## src/rtl/rps_round_ctrl_pkg.sv

```systemverilog
// Shared constants, state encoding and score helper for the rock-paper-scissors
// round controller and its attract-mode companions.
package rps_pkg;

  localparam int SCORE_W = 5;
  localparam logic [SCORE_W-1:0] SCORE_MAX = 5'd31;

  localparam logic [1:0] MOVE_NONE     = 2'b00;
  localparam logic [1:0] MOVE_ROCK     = 2'b01;
  localparam logic [1:0] MOVE_PAPER    = 2'b10;
  localparam logic [1:0] MOVE_SCISSORS = 2'b11;

  localparam logic [1:0] WIN_DRAW = 2'b00;
  localparam logic [1:0] WIN_P1   = 2'b01;
  localparam logic [1:0] WIN_P2   = 2'b10;
  localparam logic [1:0] WIN_NONE = 2'b11;

  typedef enum logic [1:0] {
    ST_IDLE,
    ST_COLLECT,
    ST_REVEAL,
    ST_DONE
  } state_e;

  function automatic logic [SCORE_W-1:0] sat_inc(input logic [SCORE_W-1:0] s);
    return (s == SCORE_MAX) ? s : s + 1'b1;
  endfunction

endpackage

```

## src/rtl/rps_round_ctrl_if.sv

```systemverilog
// Player/score bus between the button front-end, the round controller and the
// display logic. master drives the player side, slave is the controller.
interface rps_round_ctrl_if;
  import rps_pkg::*;

  logic               start;
  logic               score_clear;
  logic               p1_valid;
  logic               p2_valid;
  logic [1:0]         p1_move;
  logic [1:0]         p2_move;
  logic               p1_load;
  logic               p2_load;
  logic [SCORE_W-1:0] p1_data;
  logic [SCORE_W-1:0] p2_data;
  logic               p1_locked;
  logic               p2_locked;
  logic               result_valid;
  logic [1:0]         winner;
  logic [SCORE_W-1:0] p1_score;
  logic [SCORE_W-1:0] p2_score;
  logic               busy;

  modport master (
    output start, score_clear, p1_valid, p2_valid, p1_move, p2_move,
    input  p1_load, p2_load, p1_data, p2_data, p1_locked, p2_locked,
           result_valid, winner, p1_score, p2_score, busy
  );

  modport slave (
    input  start, score_clear, p1_valid, p2_valid, p1_move, p2_move,
    output p1_load, p2_load, p1_data, p2_data, p1_locked, p2_locked,
           result_valid, winner, p1_score, p2_score, busy
  );

endinterface

```

## src/rtl/rps_round_ctrl_judge.sv

```systemverilog
// Combinational round judge: decides the winner from both moves and lock bits.
module rps_judge
  import rps_pkg::*;
(
  input  logic [1:0] p1_move,
  input  logic [1:0] p2_move,
  input  logic       p1_locked,
  input  logic       p2_locked,
  output logic [1:0] winner
);

  logic p1_beats;

  always_comb begin
    p1_beats = ((p1_move == MOVE_ROCK)     && (p2_move == MOVE_SCISSORS)) ||
               ((p1_move == MOVE_SCISSORS) && (p2_move == MOVE_PAPER))    ||
               ((p1_move == MOVE_PAPER)    && (p2_move == MOVE_ROCK));
    winner = WIN_NONE;
    case ({p1_locked, p2_locked})
      2'b11: begin
        if (p1_move == p2_move) winner = WIN_DRAW;
        else if (p1_beats)      winner = WIN_P1;
        else                    winner = WIN_P2;
      end
      2'b10:   winner = WIN_P1;
      2'b01:   winner = WIN_P2;
      default: winner = WIN_NONE;
    endcase
  end

endmodule

```

## src/rtl/rps_round_ctrl.sv

```systemverilog
// Round controller: captures one move per player, times out the collect phase,
// judges the round and keeps saturating scores. Every output is a flop.
module rps_round_ctrl
  import rps_pkg::*;
#(
  parameter int TIMEOUT_CYCLES = 50_000_000,
  parameter int TIMER_W        = 26
) (
  input  logic          clk,
  input  logic          reset,
  rps_round_ctrl_if.slave bus
);

  localparam logic [TIMER_W-1:0] TIMER_LOAD = TIMER_W'(TIMEOUT_CYCLES - 1);

  state_e             state_q, state_d;
  logic [TIMER_W-1:0] timer_q, timer_d;
  logic               p1_locked_q, p1_locked_d, p2_locked_q, p2_locked_d;
  logic [1:0]         p1_move_q, p1_move_d, p2_move_q, p2_move_d;
  logic               p1_load_q, p1_load_d, p2_load_q, p2_load_d;
  logic [SCORE_W-1:0] p1_data_q, p1_data_d, p2_data_q, p2_data_d;
  logic               result_valid_q, result_valid_d;
  logic [1:0]         winner_q, winner_d;
  logic [SCORE_W-1:0] p1_score_q, p1_score_d, p2_score_q, p2_score_d;
  logic               busy_q, busy_d;
  logic [1:0]         judge_win;
  logic               p1_accept, p2_accept;

  rps_judge u_judge (
    .p1_move   (p1_move_q),
    .p2_move   (p2_move_q),
    .p1_locked (p1_locked_q),
    .p2_locked (p2_locked_q),
    .winner    (judge_win)
  );

  assign p1_accept = bus.p1_valid && (bus.p1_move != MOVE_NONE) && !p1_locked_q;
  assign p2_accept = bus.p2_valid && (bus.p2_move != MOVE_NONE) && !p2_locked_q;

  always_comb begin
    state_d        = state_q;
    timer_d        = timer_q;
    p1_locked_d    = p1_locked_q;
    p2_locked_d    = p2_locked_q;
    p1_move_d      = p1_move_q;
    p2_move_d      = p2_move_q;
    p1_data_d      = p1_data_q;
    p2_data_d      = p2_data_q;
    winner_d       = winner_q;
    p1_score_d     = p1_score_q;
    p2_score_d     = p2_score_q;
    p1_load_d      = 1'b0;
    p2_load_d      = 1'b0;
    result_valid_d = 1'b0;
    case (state_q)
      ST_IDLE, ST_DONE: begin
        if (bus.score_clear) begin
          p1_score_d = '0;
          p2_score_d = '0;
        end
        if (bus.start) begin
          state_d     = ST_COLLECT;
          timer_d     = TIMER_LOAD;
          p1_locked_d = 1'b0;
          p2_locked_d = 1'b0;
          p1_move_d   = MOVE_NONE;
          p2_move_d   = MOVE_NONE;
          winner_d    = WIN_DRAW;
        end
      end
      ST_COLLECT: begin
        if (p1_accept) begin
          p1_locked_d = 1'b1;
          p1_load_d   = 1'b1;
          p1_move_d   = bus.p1_move;
          p1_data_d   = {{(SCORE_W-2){1'b0}}, bus.p1_move};
        end
        if (p2_accept) begin
          p2_locked_d = 1'b1;
          p2_load_d   = 1'b1;
          p2_move_d   = bus.p2_move;
          p2_data_d   = {{(SCORE_W-2){1'b0}}, bus.p2_move};
        end
        // A move accepted in the timer==0 cycle still reaches the judge.
        if (timer_q != '0) timer_d = timer_q - 1'b1;
        if ((p1_locked_d && p2_locked_d) || (timer_q == '0)) state_d = ST_REVEAL;
      end
      ST_REVEAL: begin
        winner_d       = judge_win;
        if (judge_win == WIN_P1) p1_score_d = sat_inc(p1_score_q);
        if (judge_win == WIN_P2) p2_score_d = sat_inc(p2_score_q);
        result_valid_d = 1'b1;
        state_d        = ST_DONE;
      end
      default: state_d = ST_IDLE;
    endcase
    busy_d = (state_d == ST_COLLECT) || (state_d == ST_REVEAL);
  end

  always_ff @(posedge clk or posedge reset) begin
    if (reset) begin
      state_q        <= ST_IDLE;
      timer_q        <= '0;
      p1_locked_q    <= 1'b0;
      p2_locked_q    <= 1'b0;
      p1_move_q      <= MOVE_NONE;
      p2_move_q      <= MOVE_NONE;
      p1_load_q      <= 1'b0;
      p2_load_q      <= 1'b0;
      p1_data_q      <= '0;
      p2_data_q      <= '0;
      result_valid_q <= 1'b0;
      winner_q       <= WIN_DRAW;
      p1_score_q     <= '0;
      p2_score_q     <= '0;
      busy_q         <= 1'b0;
    end else begin
      state_q        <= state_d;
      timer_q        <= timer_d;
      p1_locked_q    <= p1_locked_d;
      p2_locked_q    <= p2_locked_d;
      p1_move_q      <= p1_move_d;
      p2_move_q      <= p2_move_d;
      p1_load_q      <= p1_load_d;
      p2_load_q      <= p2_load_d;
      p1_data_q      <= p1_data_d;
      p2_data_q      <= p2_data_d;
      result_valid_q <= result_valid_d;
      winner_q       <= winner_d;
      p1_score_q     <= p1_score_d;
      p2_score_q     <= p2_score_d;
      busy_q         <= busy_d;
    end
  end

  assign bus.p1_load      = p1_load_q;
  assign bus.p2_load      = p2_load_q;
  assign bus.p1_data      = p1_data_q;
  assign bus.p2_data      = p2_data_q;
  assign bus.p1_locked    = p1_locked_q;
  assign bus.p2_locked    = p2_locked_q;
  assign bus.result_valid = result_valid_q;
  assign bus.winner       = winner_q;
  assign bus.p1_score     = p1_score_q;
  assign bus.p2_score     = p2_score_q;
  assign bus.busy         = busy_q;

endmodule

```

## src/flat_wrapper.sv

```systemverilog
// flat-port wrapper written by rule: the top's interface ports become plain ports
module rps_round_ctrl_flat import rps_pkg::*;
#(
  parameter int TIMEOUT_CYCLES = 50_000_000,
  parameter int TIMER_W        = 26
)
  (clk, reset, bus_start, bus_score_clear, bus_p1_valid, bus_p2_valid, bus_p1_move, bus_p2_move, bus_p1_load, bus_p2_load, bus_p1_data, bus_p2_data, bus_p1_locked, bus_p2_locked, bus_result_valid, bus_winner, bus_p1_score, bus_p2_score, bus_busy);
  rps_round_ctrl_if bus_i ();
  input  logic clk;
  input  logic reset;
  input wire logic [$bits(bus_i.start)-1:0] bus_start;
  input wire logic [$bits(bus_i.score_clear)-1:0] bus_score_clear;
  input wire logic [$bits(bus_i.p1_valid)-1:0] bus_p1_valid;
  input wire logic [$bits(bus_i.p2_valid)-1:0] bus_p2_valid;
  input wire logic [$bits(bus_i.p1_move)-1:0] bus_p1_move;
  input wire logic [$bits(bus_i.p2_move)-1:0] bus_p2_move;
  output wire logic [$bits(bus_i.p1_load)-1:0] bus_p1_load;
  output wire logic [$bits(bus_i.p2_load)-1:0] bus_p2_load;
  output wire logic [$bits(bus_i.p1_data)-1:0] bus_p1_data;
  output wire logic [$bits(bus_i.p2_data)-1:0] bus_p2_data;
  output wire logic [$bits(bus_i.p1_locked)-1:0] bus_p1_locked;
  output wire logic [$bits(bus_i.p2_locked)-1:0] bus_p2_locked;
  output wire logic [$bits(bus_i.result_valid)-1:0] bus_result_valid;
  output wire logic [$bits(bus_i.winner)-1:0] bus_winner;
  output wire logic [$bits(bus_i.p1_score)-1:0] bus_p1_score;
  output wire logic [$bits(bus_i.p2_score)-1:0] bus_p2_score;
  output wire logic [$bits(bus_i.busy)-1:0] bus_busy;
  assign bus_i.start = bus_start;
  assign bus_i.score_clear = bus_score_clear;
  assign bus_i.p1_valid = bus_p1_valid;
  assign bus_i.p2_valid = bus_p2_valid;
  assign bus_i.p1_move = bus_p1_move;
  assign bus_i.p2_move = bus_p2_move;
  assign bus_p1_load = bus_i.p1_load;
  assign bus_p2_load = bus_i.p2_load;
  assign bus_p1_data = bus_i.p1_data;
  assign bus_p2_data = bus_i.p2_data;
  assign bus_p1_locked = bus_i.p1_locked;
  assign bus_p2_locked = bus_i.p2_locked;
  assign bus_result_valid = bus_i.result_valid;
  assign bus_winner = bus_i.winner;
  assign bus_p1_score = bus_i.p1_score;
  assign bus_p2_score = bus_i.p2_score;
  assign bus_busy = bus_i.busy;
  rps_round_ctrl #(.TIMEOUT_CYCLES(TIMEOUT_CYCLES), .TIMER_W(TIMER_W)) u_core (.clk(clk), .reset(reset), .bus(bus_i));
endmodule
```

## config.mk

```make
export PLATFORM = sky130hd
export DESIGN_NAME = rps_round_ctrl_flat
export DESIGN_NICKNAME = d
export VERILOG_FILES = /design/src/rtl/rps_round_ctrl_pkg.sv /design/src/rtl/rps_round_ctrl_if.sv /design/src/rtl/rps_round_ctrl_judge.sv /design/src/rtl/rps_round_ctrl.sv /design/src/flat_wrapper.sv
export SDC_FILE = /design/constraint.sdc
export NUM_CORES = 1
export LEC_CHECK = 0
export ABC_AREA = 1
export CAP_MARGIN = 15
export CORE_ASPECT_RATIO = 0.7
export CORE_MARGIN = 10
export CORE_UTILIZATION = 40
export CTS_BUF_LIST = sky130_fd_sc_hd__clkbuf_16
export CTS_CLUSTER_SIZE = 8
export DETAILED_ROUTE_END_ITERATION = 6
export PLACE_DENSITY = 0.69
export SYNTH_ARGS = -nofsm -noshare
export SYNTH_HDL_FRONTEND = slang
export SYNTH_HIERARCHICAL = 1
export SYNTH_SLANG_ARGS = --single-unit
```

## constraint.sdc

```tcl
create_clock -name clk -period 2.4 [get_ports clk]
set_input_delay 0.48 -clock clk [delete_from_list [all_inputs] [get_ports clk]]
set_output_delay 0.48 -clock clk [all_outputs]
set_load 0.01 [all_outputs]
```

==> results.tsv, run 1 <==
stage	metric	value	unit
worst_setup_path	CP arrival	2180	ps
synthesis	top cell type's share of synthesized area	0.412	
worst_setup_path	CP max stage cell	dfrtp_1	
clock_network	htree depth	2	
floorplan	die area	12300	um2
floorplan	Core Region	7940	um2
sta	Slew HR	0.564	
floorplan	FP Rows	27	
layout	share of cells above drive strength 1	0.0688	
placement	Placer Congestion	0.894	
drt	Detailed Routing Iterations Pass 1	5	
sta	crit path time final	2020	ps
placement	HPWL Detailed	6.14	mm
layout	nets	511	
worst_setup_path	worst-path maximum fanout	24	
sta	achievable frequency	0.495	GHz
clock_network	Clock Latency Late Sink	290	ps
global_route	gr usage total	0.136	
run	Max-cap violations	0	
placement	Placed Cells	588	
global_route	total grt overflow	0	
worst_setup_path	worst path required time	2560	ps
sta	unrepaired setup endpoints after global routing	false	
drt	Routed WL	8.31	mm
synthesis	Post-Syn Instances	459	
sta	Tcrit/Tclk final	0.842	
outcome	status	complete, no violations	
drt	# DRC	0	
clock_network	Max Buffers Root-to-Sink	2	
layout	Layout Cells excl Fill	595	
sta	worst-margin pin slew	653	ps
floorplan	die height	95.8	um
synthesis	ys async rst share	1.00	
sta	Setup-failing EPs final	0	
sta	Final Max Tran Viols	0	
floorplan	initial core utilization	0.413	
worst_setup_path	Worst setup EP type	flop	
global_route	largest net degree at the start of global routing	25	
worst_setup_path	Most common cell on crit path	inv_1	
placement	Port Buffers	31	
worst_setup_path	Worst Setup SP	u_core/state_q[0]	
worst_setup_path	Setup Crit Path Kind	reg -> reg	
synthesis	Commonest cells post-synth	133 x nand2_1, 77 x nor2_1, 54 x dfrtp_1	
synthesis	Synth Area per Inst	7.14	um2
clock_network	clock root buffer	clkbuf_16	
synthesis	EDFF count, synth	0	
synthesis	top cells by area, synth	dfrtp_1 41%, nand2_1 15%, nor2_1 8.8%	
power_and_ir_drop	Worst VDD drop	0.492	mV
clock_network	Clock transition at path regs	70	ps
layout	ANT cells	0	
sta	final hold violations	0	
synthesis	Synth cell types	33	
drt	Post-DRT Antenna Nets	0	
power_and_ir_drop	PwrDens	1230	nW/um2
worst_setup_path	crit-path max cell delay	390	ps
clock_network	TritonCTS Buffers	5	
synthesis	cell taking the most area after synthesis	dfrtp_1	
synthesis	top_reg_cell synth	dfrtp_1	
hold_path	Worst Hold Class	reg -> reg	
power_and_ir_drop	leakage power	0.00187	uW
synthesis	FF+latch count, synth	54	
synthesis	sequential element share of the synthesized area	0.412	
floorplan	# IOs	38	
drt	WL/cell	14.0	um
worst_setup_path	Worst R2R Setup Slack	380	ps
global_route	vias in the first global route	2873	
clock_network	CTS tree	done	
sta	setup TNS	0	ps
sta	Clock Skews	3.26	ps
worst_setup_path	r2r startpoint	u_core/state_q[0]	
worst_setup_path	Critical Path, Cell by Cell	inv_1 > ha_1 > nand2_1 > inv_1 > nor2_1 > buf_4 > inv_1 > nand2_4 > a21oi_1	
drt	1st-iter DRT viols	208	
worst_setup_path	CP Launch Type	flop	
floorplan	die span in x	128	um
global_route	first-pass GRT wire length	13.9	mm
layout	Layout area overhead	16.9	%
drt	number of vias per cell	5.08	
synthesis	Mapped Area	3280	um2
synthesis	most common cell in the netlist	nand2_1	
drt	Vias	3020	
hold_path	worst hold start	u_core/bus.p1_score[3]	
global_route	initial antenna violation count	0	
synthesis	Syn. warnings	6	
clock_network	# clock sinks	54	
## per-layer routing
layer  up-vias  global-route usage  wire length, um
li1       1502                   -                -
met1      1406               0.199             4180
met2       103               0.196             3380
met3         9              0.0280              660
met4         0              0.0374               87
met5         -                   0                0
## placed cells by master (no fill, tap or decap), types with 3 or more instances in the layout
cell / count
clkdlybuf4s50_1: 31
o21ai_2: 5
conb_1: 6
clkbuf_16: 5
nand3_1: 23
ha_1: 7
nand2_2: 3
dfrtp_1: 54
nand2_1: 133
xor2_1: 10
a21oi_1: 13
or2_2: 3
o22ai_1: 6
buf_4: 8
xnor2_1: 6
nor2_1: 77
nand4_1: 7
o21ai_0: 22
inv_1: 50
o21ai_1: 9
## worst paths after layout
check / end / cells after the start
min in group asynchronous: u_core/timer_q[1] / 2
max: u_core/timer_q[0] / 9
max reg2reg: u_core/timer_q[0] / 9
max in group asynchronous: u_core/bus.p1_data[0] / 3
min reg2reg: u_core/bus.p1_score[3] / 1
min: u_core/bus.p1_score[3] / 1
## worst max-delay path: cells and delay by family, from the launching register on
kind            cells  cell delay (ps)
simple gates        3              590
fa+ha+maj           1              350
flops               1              390
compound gates      1              130
buf+inv             4              440
## cell type report
cell class,instances,area (um2)
fillers,785,4110
multi-input cells,343,1660
flip-flops and latches,54,1350
repair buffers,39,370
inverters,51,191
well taps,101,126
clock buffers,5,125
clock inverters,2,11.3
## what timing repair did
| item | in CTS | in global routing |
|---|---|---|
| buffers inserted | 0 | 0 |
| resized for setup | 0 | 1 |
| hold buffers | 0 | 0 |
| endpoints found under the hold margin | 0 | 0 |
| setup endpoints to repair | 0 | 4 |
## cells by family (layout without fill, tap and decap cells)
group                    Yosys count  after routing  share of synthesized area
multiplexers                       1              1                    0.00305
AO/OA/AOI/OAI                     59             59                      0.101
AND/OR/NAND/NOR                  254            254                      0.322
buffers and inverters             67             97                     0.0904
XOR/XNOR                          16             16                     0.0427
flip-flops                        54             54                      0.412
other                              1              6                    0.00114
adder cells (fa/ha/maj)            7              7                     0.0267
## power breakdown
part	switching (uW)	internal [uW]
registers	313	1240
logic	1570	878
clock network	323	378
total	2210	2490
## stage by stage
step / power (uW) / hold WS [ps] / utilization / area, um2 / setup slack [ps]
final: 4700 / 502 / 0.483 / 3830 / 379
after global routing: 5160 / 541 / 0.483 / 3830 / 186
after CTS: 4710 / 506 / 0.482 / 3830 / 109
after detailed placement: 3970 / 492 / 0.465 / 3690 / 39.3
after global placement: 3900 / 482 / 0.465 / 3690 / 94.6
after floorplan: 3280 / 481 / - / 3300 / 605
## sequential cells by signal, indices dropped and copies added (netlist names), 2 cells and up
name and count:
u_core/bus.p2_score 5, u_core/bus.winner 2, u_core/bus.p1_data 2, u_core/bus.p2_data 2, u_core/timer_q 26, u_core/p1_move_q 2
u_core/bus.p1_score 5, u_core/p2_move_q 2, u_core/state_q 2
(Power assumes the default switching activity.)
==> run 2: changes to the inputs <==
==> constraint.sdc (replaced) <==
create_clock -name clk -period 2.1 [get_ports clk]
set_input_delay 0.42 -clock clk [delete_from_list [all_inputs] [get_ports clk]]
set_output_delay 0.42 -clock clk [all_outputs]
set_load 0.01 [all_outputs]
==> run 2 against run 1 <==
Compared with the run above:
- non-clock buffer count is 3 higher
- worst setup slack got worse by 230 ps
- clock skew fell by 0.83 ps
- register-to-register slack worse by 230 ps
- final cell count rose by 0.84%
- global-route usage fell by 0.56 points
- cell area up 2.8%
- clock power up 32%
- total power increased by 20%
- sequential share of layout area down 0.95 points
- critical endpoint is now u_core/timer_q[14]
- sequential cell count is the same
- largest cell class unchanged
- critical path depth up 1
==> results.tsv, run 2 (synthesis gave the netlist of run 1 again) <==
stage	metric	value	unit	change
outcome	status	complete, no violations		
power_and_ir_drop	leakage power	0.00191	uW	+1.9%
clock_network	TritonCTS Buffers	5		unchanged
floorplan	# IOs	38		unchanged
layout	share of cells above drive strength 1	0.0862		+0.0173
clock_network	Max Buffers Root-to-Sink	2		unchanged
worst_setup_path	Setup Crit Path Kind	reg -> reg		
sta	setup TNS	0	ps	unchanged
drt	Detailed Routing Iterations Pass 1	5		unchanged
drt	Vias	2981		-1.3%
worst_setup_path	Worst Reg-to-Reg Cells	10		+1
worst_setup_path	CP Launch Type	flop		
worst_setup_path	Worst setup EP type	flop		
sta	Final WS setup	149	ps	-231 ps
layout	max reg flops	26		unchanged
placement	Port Buffers	31		unchanged
floorplan	die area	12300	um2	unchanged
drt	top layer in use	met4		
floorplan	FP Rows	27		unchanged
layout	nets	515		+0.78%
clock_network	clock root buffer	clkbuf_16		
worst_setup_path	worst path required time	2270	ps	-290 ps
power_and_ir_drop	Worst VDD drop	0.523	mV	+6.3%
sta	Clock Skews	2.43	ps	-0.826 ps
global_route	initial antenna violation count	0		unchanged
drt	# DRC	0		unchanged
sta	Setup-failing EPs final	0		unchanged
drt	Post-DRT Antenna Nets	0		unchanged
power_and_ir_drop	Psw	2590	uW	+17%
sta	achievable frequency	0.512	GHz	+3.6%
floorplan	initial core utilization	0.413		unchanged
drt	WL met3	627	um	-5.0%
worst_setup_path	Critical Path, Cell by Cell	inv_1 > ha_2 > inv_1 > nor2_1 > nor2_4 > buf_4 > clkinvlp_4 > nand2_8 > nand2_1 > o21ai_0		
sta	Tcrit/Tclk final	0.929		+0.0873
drt	number of vias per cell	4.97		-2.1%
drt	metal2 WL	3.44	mm	+1.8%
layout	Reg with most FFs	u_core/timer_q		
power_and_ir_drop	clock share of power	0.164		+0.015
clock_network	Clock Latency Late Sink	290	ps	about the same
drt	WL met1	3.99	mm	-4.4%
clock_network	# hold bufs at CTS	0		unchanged
worst_setup_path	crit-path max cell delay	410	ps	+20 ps
drt	1st-iter DRT viols	213		+2.4%
layout	post-route cell area	3940	um2	+2.8%
sta	final hold violations	0		unchanged
clock_network	CTS tree	done		
floorplan	die span in x	128	um	unchanged
floorplan	Core Region	7940	um2	unchanged
sta	crit path time final	1950	ps	-69.3 ps
global_route	first-pass GRT wire length	13.3	mm	-4.2%
power_and_ir_drop	Int Power	3040	uW	+22%
drt	WL/cell	13.6	um	-2.5%
worst_setup_path	worst-path maximum fanout	24		unchanged
floorplan	die height	95.8	um	unchanged
hold_path	Worst Hold Class	in -> async		
global_route	gr usage total	0.130		-0.00559
worst_setup_path	CP arrival	2120	ps	-60 ps
sta	Final Max Tran Viols	0		unchanged
layout	Layout Utilization	0.496		+0.0134
power_and_ir_drop	PwrDens	1430	nW/um2	+17%
clock_network	htree depth	2		unchanged
layout	Fillers	751		-4.3%
power_and_ir_drop	sequential share of power	0.315		-0.014
sta	final hold slack	409	ps	-93.1 ps
power_and_ir_drop	Switching Fraction	0.460		-0.00994
global_route	largest net degree at the start of global routing	42		+68%
layout	Layout area overhead	20.1	%	
global_route	vias in the first global route	2830		-1.5%
placement	placed cell area	3710	um2	+0.54%
layout	most common cell after layout, fill and taps aside	nand2_1		
drt	Routed WL	8.16	mm	-1.7%
global_route	total grt overflow	0		unchanged
placement	Setup WS pre-CTS	-177	ps	-216 ps
placement	HPWL Detailed	6.04	mm	-1.6%
worst_setup_path	CP max stage cell	dfrtp_1		
placement	Placer Congestion	0.940		+5.1%
power_and_ir_drop	Comb pwr share	0.521		about the same
layout	ANT cells	0		unchanged
clock_network	# clock sinks	54		unchanged
clock_network	Clock transition at path regs	70	ps	about the same
layout	commonest non-fill, non-tap cells in the layout	133 x nand2_1, 75 x nor2_1, 54 x dfrtp_1		
run	Max-cap violations	0		unchanged
worst_setup_path	Most common cell on crit path	inv_1		
## run 2: path summary, 6_finish.rpt
kind / from / slack, ps / end
setup / recovery: u_core/state_q[1] / 150 / u_core/timer_q[14]
hold / removal: reset / 410 / u_core/bus.p1_score[0]
setup reg to reg: u_core/state_q[1] / 150 / u_core/timer_q[14]
hold reg to reg: u_core/bus.winner[0] / 490 / u_core/bus.winner[0]
max in group asynchronous: reset / 1170 / u_core/bus.p1_data[1]
min in group clk: u_core/bus.winner[0] / 490 / u_core/bus.winner[0]
## run 2: what timing repair did
item	in CTS	in global routing
endpoints found under the setup margin	8	19
gates resized for setup	1	7
gates cloned	0	1
setup buffers	0	2
hold endpoints to repair	0	0
pin swaps	0	1
## run 2: metrics by stage
step | cells | total power (uW)
floorplan | 464 | 3750
global placement | 589 | 4440
detailed placement | 589 | 4530
CTS | 597 | 5510
global route | 600 | 6140
finish | 600 | 5630
## run 2: layout make-up
class	count	area, um2	share of cell area
Inverter	51	195	0.0495
Tap cell	101	126	0.0321
Clock buffer	5	125	0.0318
Timing Repair Buffer	42	405	0.103
Clock inverter	3	41.3	0.0105
Multi-Input combinational cell	344	1700	0.430
Sequential cell	54	1350	0.343
## run 2: critical path, delay by kind of cell, from the launching register on
family / cells / cell delay, ps
AO/OA/AOI/OAI: 1 / 80
AND/OR/NAND/NOR: 4 / 560
adder cells (fa/ha/maj): 1 / 280
buffers and inverters: 4 / 500
flip-flops: 1 / 410
## run 2: per-layer routing
layer,vias to the layer above,track usage
li1,1511,-
met1,1363,0.180
met2,97,0.198
met3,10,0.0280
met4,0,0.0411
met5,-,0
## run 2: power groups by stage
stage                     clock network [uW]  logic (uW)  registers [uW]
final                                    925        2940            1770
after global routing                     997        3330            1820
after CTS                                951        2790            1770
after detailed placement                   0        2750            1780
after global placement                     0        2680            1760
after floorplan                            0        2000            1750
